$ cat config.mk
export PLATFORM = sky130hd
export DESIGN_NAME = cache_fill_fsm
export DESIGN_NICKNAME = d
export VERILOG_FILES = /design/src/rtl/cache_fill_fsm_pkg.sv /design/src/rtl/cache_fill_fsm_cla.sv /design/src/rtl/cache_fill_fsm.sv
export SDC_FILE = /design/constraint.sdc
export NUM_CORES = 1
export LEC_CHECK = 0
export CELL_PAD_IN_SITES_DETAIL_PLACEMENT = 1
export CELL_PAD_IN_SITES_GLOBAL_PLACEMENT = 1
export CORE_ASPECT_RATIO = 0.9
export CORE_MARGIN = 5
export CORE_UTILIZATION = 29
export DETAILED_ROUTE_END_ITERATION = 16
export GPL_ROUTABILITY_DRIVEN = 1
export HOLD_SLACK_MARGIN = 0.03
export PLACE_DENSITY = 0.84
export SYNTH_ARGS = -nofsm -noshare
export SYNTH_HDL_FRONTEND = slang
export SYNTH_SLANG_ARGS = --single-unit
$ cat constraint.sdc
create_clock -name clk -period 2.65 [get_ports clk]
set_input_delay 0.3975 -clock clk [delete_from_list [all_inputs] [get_ports clk]]
set_output_delay 0.3975 -clock clk [all_outputs]
set_load 0.05 [all_outputs]
$ cat src/rtl/cache_fill_fsm_pkg.sv
// Shared widths, masks and state encoding for the cache block-fill controller.
package cache_fill_fsm_pkg;

  localparam int unsigned ADDR_W      = 16;
  localparam int unsigned BLOCK_WORDS = 8;
  localparam int unsigned IDX_W       = 3;
  localparam int unsigned CNT_W       = IDX_W + 1;

  localparam logic [ADDR_W-1:0] OFFSET_MASK = 16'hFFF0;

  typedef enum logic {
    ST_IDLE = 1'b0,
    ST_FILL = 1'b1
  } state_t;

  // Byte offset of a 16-bit word slot within the block.
  function automatic logic [ADDR_W-1:0] word_offset(input logic [IDX_W-1:0] idx);
    return ADDR_W'({idx, 1'b0});
  endfunction

endpackage

$ cat src/rtl/cache_fill_fsm_cla.sv
// 16-bit carry-lookahead adder/subtractor built from 4-bit lookahead groups.
module cache_fill_fsm_cla
  import cache_fill_fsm_pkg::*;
(
  input  logic [ADDR_W-1:0] i_a,
  input  logic [ADDR_W-1:0] i_b,
  input  logic              i_sub,
  output logic [ADDR_W-1:0] o_sum
);

  localparam int unsigned GROUPS = ADDR_W / 4;

  always_comb begin : cla
    logic [ADDR_W-1:0] b;
    logic [ADDR_W-1:0] g;
    logic [ADDR_W-1:0] p;
    logic [ADDR_W-1:0] c;
    logic [GROUPS-1:0] gg;
    logic [GROUPS-1:0] gp;
    logic [GROUPS-1:0] gc;
    b  = i_b ^ {ADDR_W{i_sub}};
    g  = i_a & b;
    p  = i_a ^ b;
    c  = '0;
    gg = '0;
    gp = '0;
    gc = '0;
    for (int k = 0; k < GROUPS; k++) begin
      gp[k] = &p[4*k +: 4];
      gg[k] = g[4*k+3] | (p[4*k+3] & g[4*k+2]) | (p[4*k+3] & p[4*k+2] & g[4*k+1])
            | (p[4*k+3] & p[4*k+2] & p[4*k+1] & g[4*k]);
    end
    // Group carries resolve first, then each group ripples its own 4 bits.
    gc[0] = i_sub;
    for (int k = 0; k < GROUPS - 1; k++) begin
      gc[k+1] = gg[k] | (gp[k] & gc[k]);
    end
    for (int k = 0; k < GROUPS; k++) begin
      c[4*k] = gc[k];
      for (int j = 0; j < 3; j++) begin
        c[4*k+j+1] = g[4*k+j] | (p[4*k+j] & c[4*k+j]);
      end
    end
    o_sum = p ^ c;
  end

endmodule

$ cat src/rtl/cache_fill_fsm.sv
// Cache miss fill controller: fetches an 8-word block, writes data words, then the tag.
module cache_fill_fsm
  import cache_fill_fsm_pkg::*;
(
  input  logic              clk,
  input  logic              rst_n,
  input  logic              miss_detected,
  input  logic [ADDR_W-1:0] miss_address,
  input  logic [ADDR_W-1:0] memory_data,
  input  logic              memory_data_valid,
  output logic              fsm_busy,
  output logic              memory_read_en,
  output logic [ADDR_W-1:0] memory_address,
  output logic              write_data_array,
  output logic [IDX_W-1:0]  data_word_index,
  output logic              write_tag_array
);

  state_t             r_state;
  state_t             w_state_nxt;
  logic [ADDR_W-1:0]  r_base;
  logic [ADDR_W-1:0]  w_base_nxt;
  logic [CNT_W-1:0]   r_req_cnt;
  logic [CNT_W-1:0]   w_req_nxt;
  logic [IDX_W-1:0]   r_rsp_cnt;
  logic [IDX_W-1:0]   w_rsp_nxt;
  logic [ADDR_W-1:0]  w_addr;
  logic               w_issue;
  logic               w_last;

  // memory_data is consumed by the data array directly, never by this controller.
  logic w_unused_data;
  assign w_unused_data = ^memory_data;

  cache_fill_fsm_cla u_addr_cla (
    .i_a   (r_base),
    .i_b   (word_offset(r_req_cnt[IDX_W-1:0])),
    .i_sub (1'b0),
    .o_sum (w_addr)
  );

  assign w_issue = (r_state == ST_FILL) && (r_req_cnt < CNT_W'(BLOCK_WORDS));
  assign w_last  = (r_state == ST_FILL) && memory_data_valid
                && (r_rsp_cnt == IDX_W'(BLOCK_WORDS - 1));

  always_ff @(posedge clk or negedge rst_n) begin
    if (!rst_n) begin
      r_state   <= ST_IDLE;
      r_base    <= '0;
      r_req_cnt <= '0;
      r_rsp_cnt <= '0;
    end else begin
      r_state   <= w_state_nxt;
      r_base    <= w_base_nxt;
      r_req_cnt <= w_req_nxt;
      r_rsp_cnt <= w_rsp_nxt;
    end
  end

  always_comb begin
    w_state_nxt      = r_state;
    w_base_nxt       = r_base;
    w_req_nxt        = r_req_cnt;
    w_rsp_nxt        = r_rsp_cnt;
    fsm_busy         = 1'b0;
    memory_read_en   = 1'b0;
    memory_address   = '0;
    write_data_array = 1'b0;
    data_word_index  = '0;
    write_tag_array  = 1'b0;
    case (r_state)
      ST_IDLE: begin
        // Stall is raised in the miss cycle itself; held low while in reset.
        fsm_busy = miss_detected & rst_n;
        if (miss_detected) begin
          w_state_nxt = ST_FILL;
          w_base_nxt  = miss_address & OFFSET_MASK;
          w_req_nxt   = '0;
          w_rsp_nxt   = '0;
        end
      end
      ST_FILL: begin
        fsm_busy         = 1'b1;
        memory_read_en   = w_issue;
        memory_address   = w_addr;
        write_data_array = memory_data_valid;
        data_word_index  = r_rsp_cnt;
        if (w_issue) begin
          w_req_nxt = r_req_cnt + CNT_W'(1);
        end
        if (memory_data_valid) begin
          w_rsp_nxt = r_rsp_cnt + IDX_W'(1);
        end
        if (w_last) begin
          write_tag_array = 1'b1;
          w_state_nxt     = ST_IDLE;
          w_req_nxt       = '0;
          w_rsp_nxt       = '0;
        end
      end
      default: w_state_nxt = ST_IDLE;
    endcase
  end

endmodule

After elaboration in Yosys (flattened, before gate mapping):

Index checks and enable logic that the tools add are counted.

* bits in registers: 20
* output and inout bits: 23

* bitwise operators: 55
* eq/ne operators: 4
* order comparisons: 1
* muxes and demuxes: 18
* add/sub/neg operators: 2
* reductions and logical operators: 8

Operators by type and width (number)
* $and 1x1->1: 29
* $or 1x1->1: 22
* $mux 16: 1
* $xor 16x16->16: 1
* $xor 16x4->16: 1
* $and 15x4->15: 1
* $mux 3: 4
* $mux 4: 3
* $pmux 4 s2: 1
* $reduce_and 4->1: 2
* $mux 1: 6
* $pmux 3 s2: 1
* $reduce_and 2->1: 3
* $add 4x1->4 const B: 1
* $lt 4x4->1 const B: 1
* $pmux 1 s2: 2
* $add 3x1->3 const B: 1
* $eq 3x3->1 const B: 1
* $logic_and 1x1->1: 3
* $ne 3x1->1 const B: 1
* $ne 3x2->1 const B: 1
* $ne 2x2->1 const B: 1
* $not 1->1: 1

Logic depth before layout (Yosys ltp):

Gate-level depths: netlist (run 1).

* depth in word-level cells: 17
* depth in mapped cells: 5
* gate-level depth less buffers: 5

Hierarchy:

A second synthesis (run 1) with hierarchy kept.

* cells, all modules: 181
* area, all modules: 1821.7 um2

By module, submodules not included
* cache_fill_fsm: seq. area each 500.5 um2, times used 1, cells an instance 86, area each 1012.2 um2
* cache_fill_fsm_cla: seq. area each 0.0 um2, times used 1, cells an instance 95, area each 809.5 um2

Worst setup path after synthesis (run 1):

OpenSTA, ideal clock, no wires.

* path type: register -> output
* from: register r_state
* to: output memory_read_en
* buffers on the path: 1
* setup slack: 0.893 ns
* stages on the path, launching flop included: 3
* arrival: 1.360 ns
* cells stage by stage: dfrtp_1 -> clkbuf_1 -> nor2b_1

* word-level cells in the longest chain between the ends: 2

Ends and longest elaborated chain
* start: declaration: RTL line cache_fill_fsm.sv:19 `state_t r_state;`
* start signal: assignment: RTL line cache_fill_fsm.sv:53 `r_state <= w_state_nxt;`
* $logic_and 1x1->1: RTL line cache_fill_fsm.sv:42 `assign w_issue = (r_state == ST_FILL) && (r_req_cnt < CNT_W'(BLOCK_WORDS));`
* $mux 1 (*): RTL line cache_fill_fsm.sv:71 `case (r_state)`
* end: declaration: RTL line cache_fill_fsm.sv:12 `output logic memory_read_en,`

Mark *: on every way between the ends. The rest lies on a longest branch, timed or not.

Worst setup path after layout (run 1):

* from: register r_state
* to: output memory_address[15]

* word-level cells in the longest chain between the ends: 1

Ends and longest elaborated chain
* $mux 16: RTL line cache_fill_fsm.sv:71
* end: declaration: RTL line cache_fill_fsm.sv:13 `output logic [ADDR_W-1:0] memory_address,`

Every way passes these cells.

==> flow_metrics.py, run 1 <==
metrics = {
    "run_status": {
        "status": "finished, final reports clean",
    },
    "drt": {
        "drtPass1Iterations": 2,
        "vias_per_cell": 4.562,
        "ant_nets": 0,
        "routed_wl_um": 2434,
        "num_vias": 771,
        "wl_per_cell_um": 14.40,
        "drc": 0,
        "drt-initial-drc-count": 21,
    },
    "timing": {
        "setup_viol": 0,
        "final.period_utilization": 0.9339,
        "tightest_slew_ns": 0.6347,
        "finalCriticalPeriod_ns": 2.475,
        "slew_violations": 0,
        "timing.final.ws_setup_ns": 0.1750,
        "max_freq_ghz": 0.4040,
        "setup_tns_ns": 0,
        "slew_headroom": 0.5769,
        "whs_ns": 0.4825,
        "hold_viol": 0,
        "final.setup_skew_ns": 0.001398,
        "rsz0062_at_grt": "false",
    },
    "worst_setup_path": {
        "reg2reg_setup_slack_ns": 0.95,
        "arrival_ns": 2.08,
        "critPathKind": "reg -> out",
        "cp_num_buf_inv": 1,
        "rr_worst_depth": 3,
        "critical-path-max-stage-delay_ns": 0.83,
        "crit_chain": "and2_1, clkdlybuf4s50_1",
        "crit_path_end_kind": "primary output",
        "required_ns": 2.25,
        "critPathMaxFanout": 26,
        "crit_path_top_delay_cell": "clkdlybuf4s50_1",
        "cpLargestDelayFamily": "buffers and inverters",
        "crit_cells": 2,
        "reg2reg_to": "r_base[6]",
        "start_kind": "flop",
        "r2r_start": "r_state",
    },
    "cts": {
        "insertion_delay_ns": 0.25,
        "clockBufferDepth": 2,
        "cts_resized": 0,
        "cts_tree": "built",
        "cts-root-buf": "clkbuf_8",
        "cts_buffers": 3,
        "cts_setup_buffers": 0,
        "clock_sinks": 20,
        "cts_htree_levels": 1,
        "path_clk_slew_ns": 0.08,
        "hold_buffers": 0,
    },
    "power_and_ir_drop": {
        "vdd_drop_max_v": 0.0005380,
        "leakage_uw": 0.0006546,
        "powerDensity_nw_per_um2": 1471,
    },
    "placement": {
        "io_buffer_count": 37,
        "place_ws_ns": 0.4411,
        "place_congestion": 0.6779,
        "dp_hpwl_um": 1876,
    },
    "final_layout": {
        "layout_commonest_cell": "clkdlybuf4s50_1",
        "area_growth_pct": 49.18,
        "layout_common_cells": "34 x clkdlybuf4s50_1, 20 x dfrtp_1, 19 x and2_1",
        "layout.nets": 165,
        "utilization": 0.4425,
        "antenna_cells": 0,
        "post_route_cells_drive_above_1_share": 0.09600,
    },
    "grt": {
        "antenna_found_initial": 0,
        "grt_pass1_vias": 905,
        "grt_pass1_wl_um": 4112,
        "track_usage": 0.1098,
        "grt_max_degree": 27,
        "gr-total-overflow": 0,
    },
    "hold_path": {
        "holdPathStages": 1,
        "whs_endpoint": "r_base[7]",
        "hold_start": "r_base[7]",
        "hold_class": "reg -> reg",
    },
    "floorplanning": {
        "ios": 59,
        "core_area_um2": 3353,
        "die_x_um": 71.74,
        "dieArea_um2": 4703,
        "fp-row-count": 20,
        "die_y_um": 65.56,
        "start_util": 0.2966,
    },
    "synth": {
        "yosysSeqAreaShare": 0.5031,
        "synth_nets": 126,
        "avgSynthCellArea_um2": 11.43,
        "ys_types": 28,
        "synthArstFlopShare": 1.000,
        "synth_cells": 87,
        "ys_warn_count": 0,
        "synth-edff-count": 0,
        "synth_area_um2": 994.7,
        "synth_flop_cell": "dfrtp_1",
        "ys_ff_latch": 20,
    },
    "run": {
        "max-cap-violations": 0,
    },
}
==> cell families (layout without fill, tap and decap cells) <==
group | Yosys count | after routing | synth area share
other | 1 | 1 | 0.003770
AOI/OAI and AO/OA | 11 | 11 | 0.08554
adders and majority gates | 3 | 3 | 0.03774
DFF | 20 | 20 | 0.5031
and+or+nand+nor | 31 | 31 | 0.1849
buffers and inverters | 8 | 46 | 0.03899
muxes | 13 | 13 | 0.1459
==> synth_stat cells, drive strengths merged (2+ instances only) <==
cell type	count	area [um^2]
a32o	2	20.02
and2	19	118.9
and3	2	12.51
buf	3	20.01
clkbuf	2	7.510
dfrtp	20	500.5
ha	3	37.54
inv	3	11.26
mux2	12	135.1
nand2b	2	12.51
nor2	4	15.01
nor2b	2	15.02
==> worst max path at each step <==
stage	startpoint	to	slack [ns]
5_1_grt	r_state	data_word_index[0]	0.01
6_report	r_state	memory_address[15]	0.18
3_5_place_dp	r_state	memory_address[14]	0.44
2_1_floorplan	r_state	memory_read_en	0.89
4_1_cts	r_state	memory_address[15]	0.13
3_3_place_gp	r_state	memory_address[11]	0.48
==> layout make-up <==
cell class              count  area, um^2
inverters                   3       11.26
well taps                  44       55.05
repair buffers             39       390.4
fillers                   377        1869
clock buffers               3       41.29
flip-flops and latches     20       500.5
multi-input cells          59       455.4
clock inverters             1       30.03
==> power breakdown <==
group	switching (uW)	leakage, uW	internal, uW
registers	110	0.000241	451
clock network	101	0.0000357	201
logic	815	0.000378	504
==> sequential cells by signal (all words and copies together), names as in the netlist <==
name,cells
r_rsp_cnt,3
r_base,12
r_state,1
r_req_cnt,4
==> per-stage QoR <==
stage                     std cells  total power, uW  cell area (um^2)
after floorplan                  87             1451             994.7
after global placement          165             1842              1413
after detailed placement        165             1893              1413
after CTS                       169             2208              1484
after global routing            169             2301              1484
final                           169             2183              1484
==> metal layers <==
layer,routed length [um],track usage
met4,0,0.02113
met2,1233,0.1938
met5,0,0
met3,217,0.04281
met1,983,0.1261
==> worst register-to-register path, delay by kind of cell, from the launching register on <==
kind	cells	cell delay [ns]
buffers and inverters	1	0.24
flip-flops	1	0.62
multiplexers	1	0.34
AND/OR/NAND/NOR	1	0.39
Note: power is estimated with default switching activity, not from simulation.
==> run 2, diff against run 1 <==
--- a/config.mk
+++ b/config.mk
@@ -8,7 +8,6 @@
 export CELL_PAD_IN_SITES_DETAIL_PLACEMENT = 1
 export CELL_PAD_IN_SITES_GLOBAL_PLACEMENT = 1
 export CORE_ASPECT_RATIO = 0.9
-export CORE_MARGIN = 5
 export CORE_UTILIZATION = 29
 export DETAILED_ROUTE_END_ITERATION = 16
 export GPL_ROUTABILITY_DRIVEN = 1
==> run 2 against run 1 <==
Sequential power rose by 0.7%. Critical path depth did not move. Combinational power barely moved. First-iteration DRC count fell by 52%. Clock power rose by 2%. Worst setup slack improved by 0.016 ns. Clock-buffer cell count did not move. Total power fell by 0.20%. Non-clock buffer count did not move. Die area fell by 22%.
==> flow_metrics.py, run 2 (synthesis results as in run 1) <==
metrics = {
    "placement": {
        "place_congestion": 0.6322,
        "io_buffer_count": 37,
        "postPlaceCellArea_um2": 1410,
        "dp_hpwl_um": 1712,
        "dp_cells": 163,
    },
    "hold_path": {
        "hold_class": "reg -> reg",
    },
    "final_layout": {
        "area_growth_pct": 48.93,
        "layout_commonest_cell": "clkdlybuf4s50_1",
        "post_route_cells_drive_above_1_share": 0.09600,
        "final_cells": 167,
        "fillerInstances": 350,
        "final_area_um2": 1481,
        "layout.nets": 165,
        "layout_common_cells": "34 x clkdlybuf4s50_1, 20 x dfrtp_1, 19 x and2_1",
        "largest_reg_flops": 12,
        "largest-register": "r_base",
        "antenna_cells": 0,
        "reg.largest.list": "r_base: 12 flops, r_req_cnt: 4 flops, r_rsp_cnt: 3 flops",
    },
    "cts": {
        "clock_sinks": 20,
        "insertion_delay_ns": 0.26,
        "cts_resized": 0,
        "cts_htree_levels": 1,
        "cts_tree": "built",
        "cts_setup_buffers": 0,
        "clockBufferDepth": 2,
        "path_clk_slew_ns": 0.08,
        "cts-root-buf": "clkbuf_8",
        "cts_buffers": 3,
        "hold_buffers": 0,
    },
    "timing": {
        "hold_viol": 0,
        "max_freq_ghz": 0.4066,
        "tightest_slew_ns": 0.6442,
        "setup_tns_ns": 0,
        "slew_headroom": 0.5705,
        "final.period_utilization": 0.9280,
        "rsz0062_at_grt": "false",
        "whs_ns": 0.4877,
        "slew_violations": 0,
        "setup_viol": 0,
        "finalCriticalPeriod_ns": 2.459,
        "final.setup_skew_ns": 0.003195,
    },
    "floorplanning": {
        "dieArea_um2": 3669,
        "ios": 59,
        "die_y_um": 57.56,
        "fp-row-count": 19,
        "start_util": 0.3146,
        "core_area_um2": 3162,
        "die_x_um": 63.74,
    },
    "worst_setup_path": {
        "critPathKind": "reg -> out",
        "start_kind": "flop",
        "reg2reg_to": "r_req_cnt[1]",
        "cp-endpoint": "memory_address[8]",
        "required_ns": 2.25,
        "r2r_start": "r_rsp_cnt[0]",
        "reg2reg_setup_slack_ns": 1.09,
        "crit_path_end_kind": "primary output",
        "arrival_ns": 2.06,
        "rr_worst_depth": 5,
        "critPathMaxFanout": 26,
        "startpoint": "r_state",
    },
    "grt": {
        "grt_max_degree": 27,
        "antenna_found_initial": 0,
        "track_usage": 0.1454,
        "grt_pass1_vias": 837,
        "grt_pass1_wl_um": 3995,
        "gr-total-overflow": 0,
    },
    "power_and_ir_drop": {
        "vdd_drop_max_v": 0.0007083,
        "total_power_uw": 2178,
        "leakage_uw": 0.0006546,
        "powerDensity_nw_per_um2": 1470,
    },
    "drt": {
        "drt-initial-drc-count": 10,
        "wl_met3_um": 188,
        "drc": 0,
        "dr.max_layer_used": "met4",
        "routed_wl_um": 2362,
        "vias_per_cell": 4.587,
        "ant_nets": 0,
        "routed-wl-met2_um": 1190,
        "wl_met1_um": 975,
        "wl_per_cell_um": 14.14,
        "drtPass1Iterations": 4,
        "num_vias": 766,
    },
    "run": {
        "max-cap-violations": 0,
    },
    "run_status": {
        "status": "finished, final reports clean",
    },
}
run 2: worst max-delay path: stages, from the launching register on:
cell	delay [ns]
dfrtp_1	0.76
and2_1	0.24
clkdlybuf4s50_1	0.80
run 2: power by group:
part / total, uW / switching (uW) / internal, uW
combinational: 1310 / 800 / 507
sequential: 565 / 114 / 451
clock: 307 / 105 / 202
run 2: how the worst min path moves through the flow:
| stage | from | end | slack (ns) | cells past startpoint |
|---|---|---|---|---|
| 6_report | r_base[6] | r_base[6] | 0.49 | 1 |
| 5_1_grt | r_base[13] | r_base[13] | 0.50 | 1 |
| 2_1_floorplan | rst_n | r_base[10] | 0.10 | 0 |
| 4_1_cts | r_base[6] | r_base[6] | 0.49 | 1 |
| 3_5_place_dp | r_base[6] | r_base[6] | 0.47 | 1 |
| 3_3_place_gp | r_base[4] | r_base[4] | 0.46 | 1 |
run 2: final cells by class:
class	count	area [um^2]	share of cell area
Timing Repair Buffer	39	390.4	0.2635
Sequential cell	20	500.5	0.3378
Inverter	3	11.26	0.007601
Clock buffer	3	41.29	0.02787
Clock inverter	1	30.03	0.02027
Tap cell	42	52.55	0.03547
Multi-Input combinational cell	59	455.4	0.3074
run 2: metrics by stage:
stage	utilization	setup slack, ns
floorplan	-	0.8926
global placement	0.4460	0.4774
detailed placement	0.4460	0.4359
CTS	0.4685	0.1431
global route	0.4685	0.04802
finish	0.4685	0.1907
run 2: layer usage:
layer,up-vias,GRT usage
li1,368,-
met4,0,0.03896
met1,369,0.1713
met3,2,0.05800
met2,27,0.2462
met5,-,0
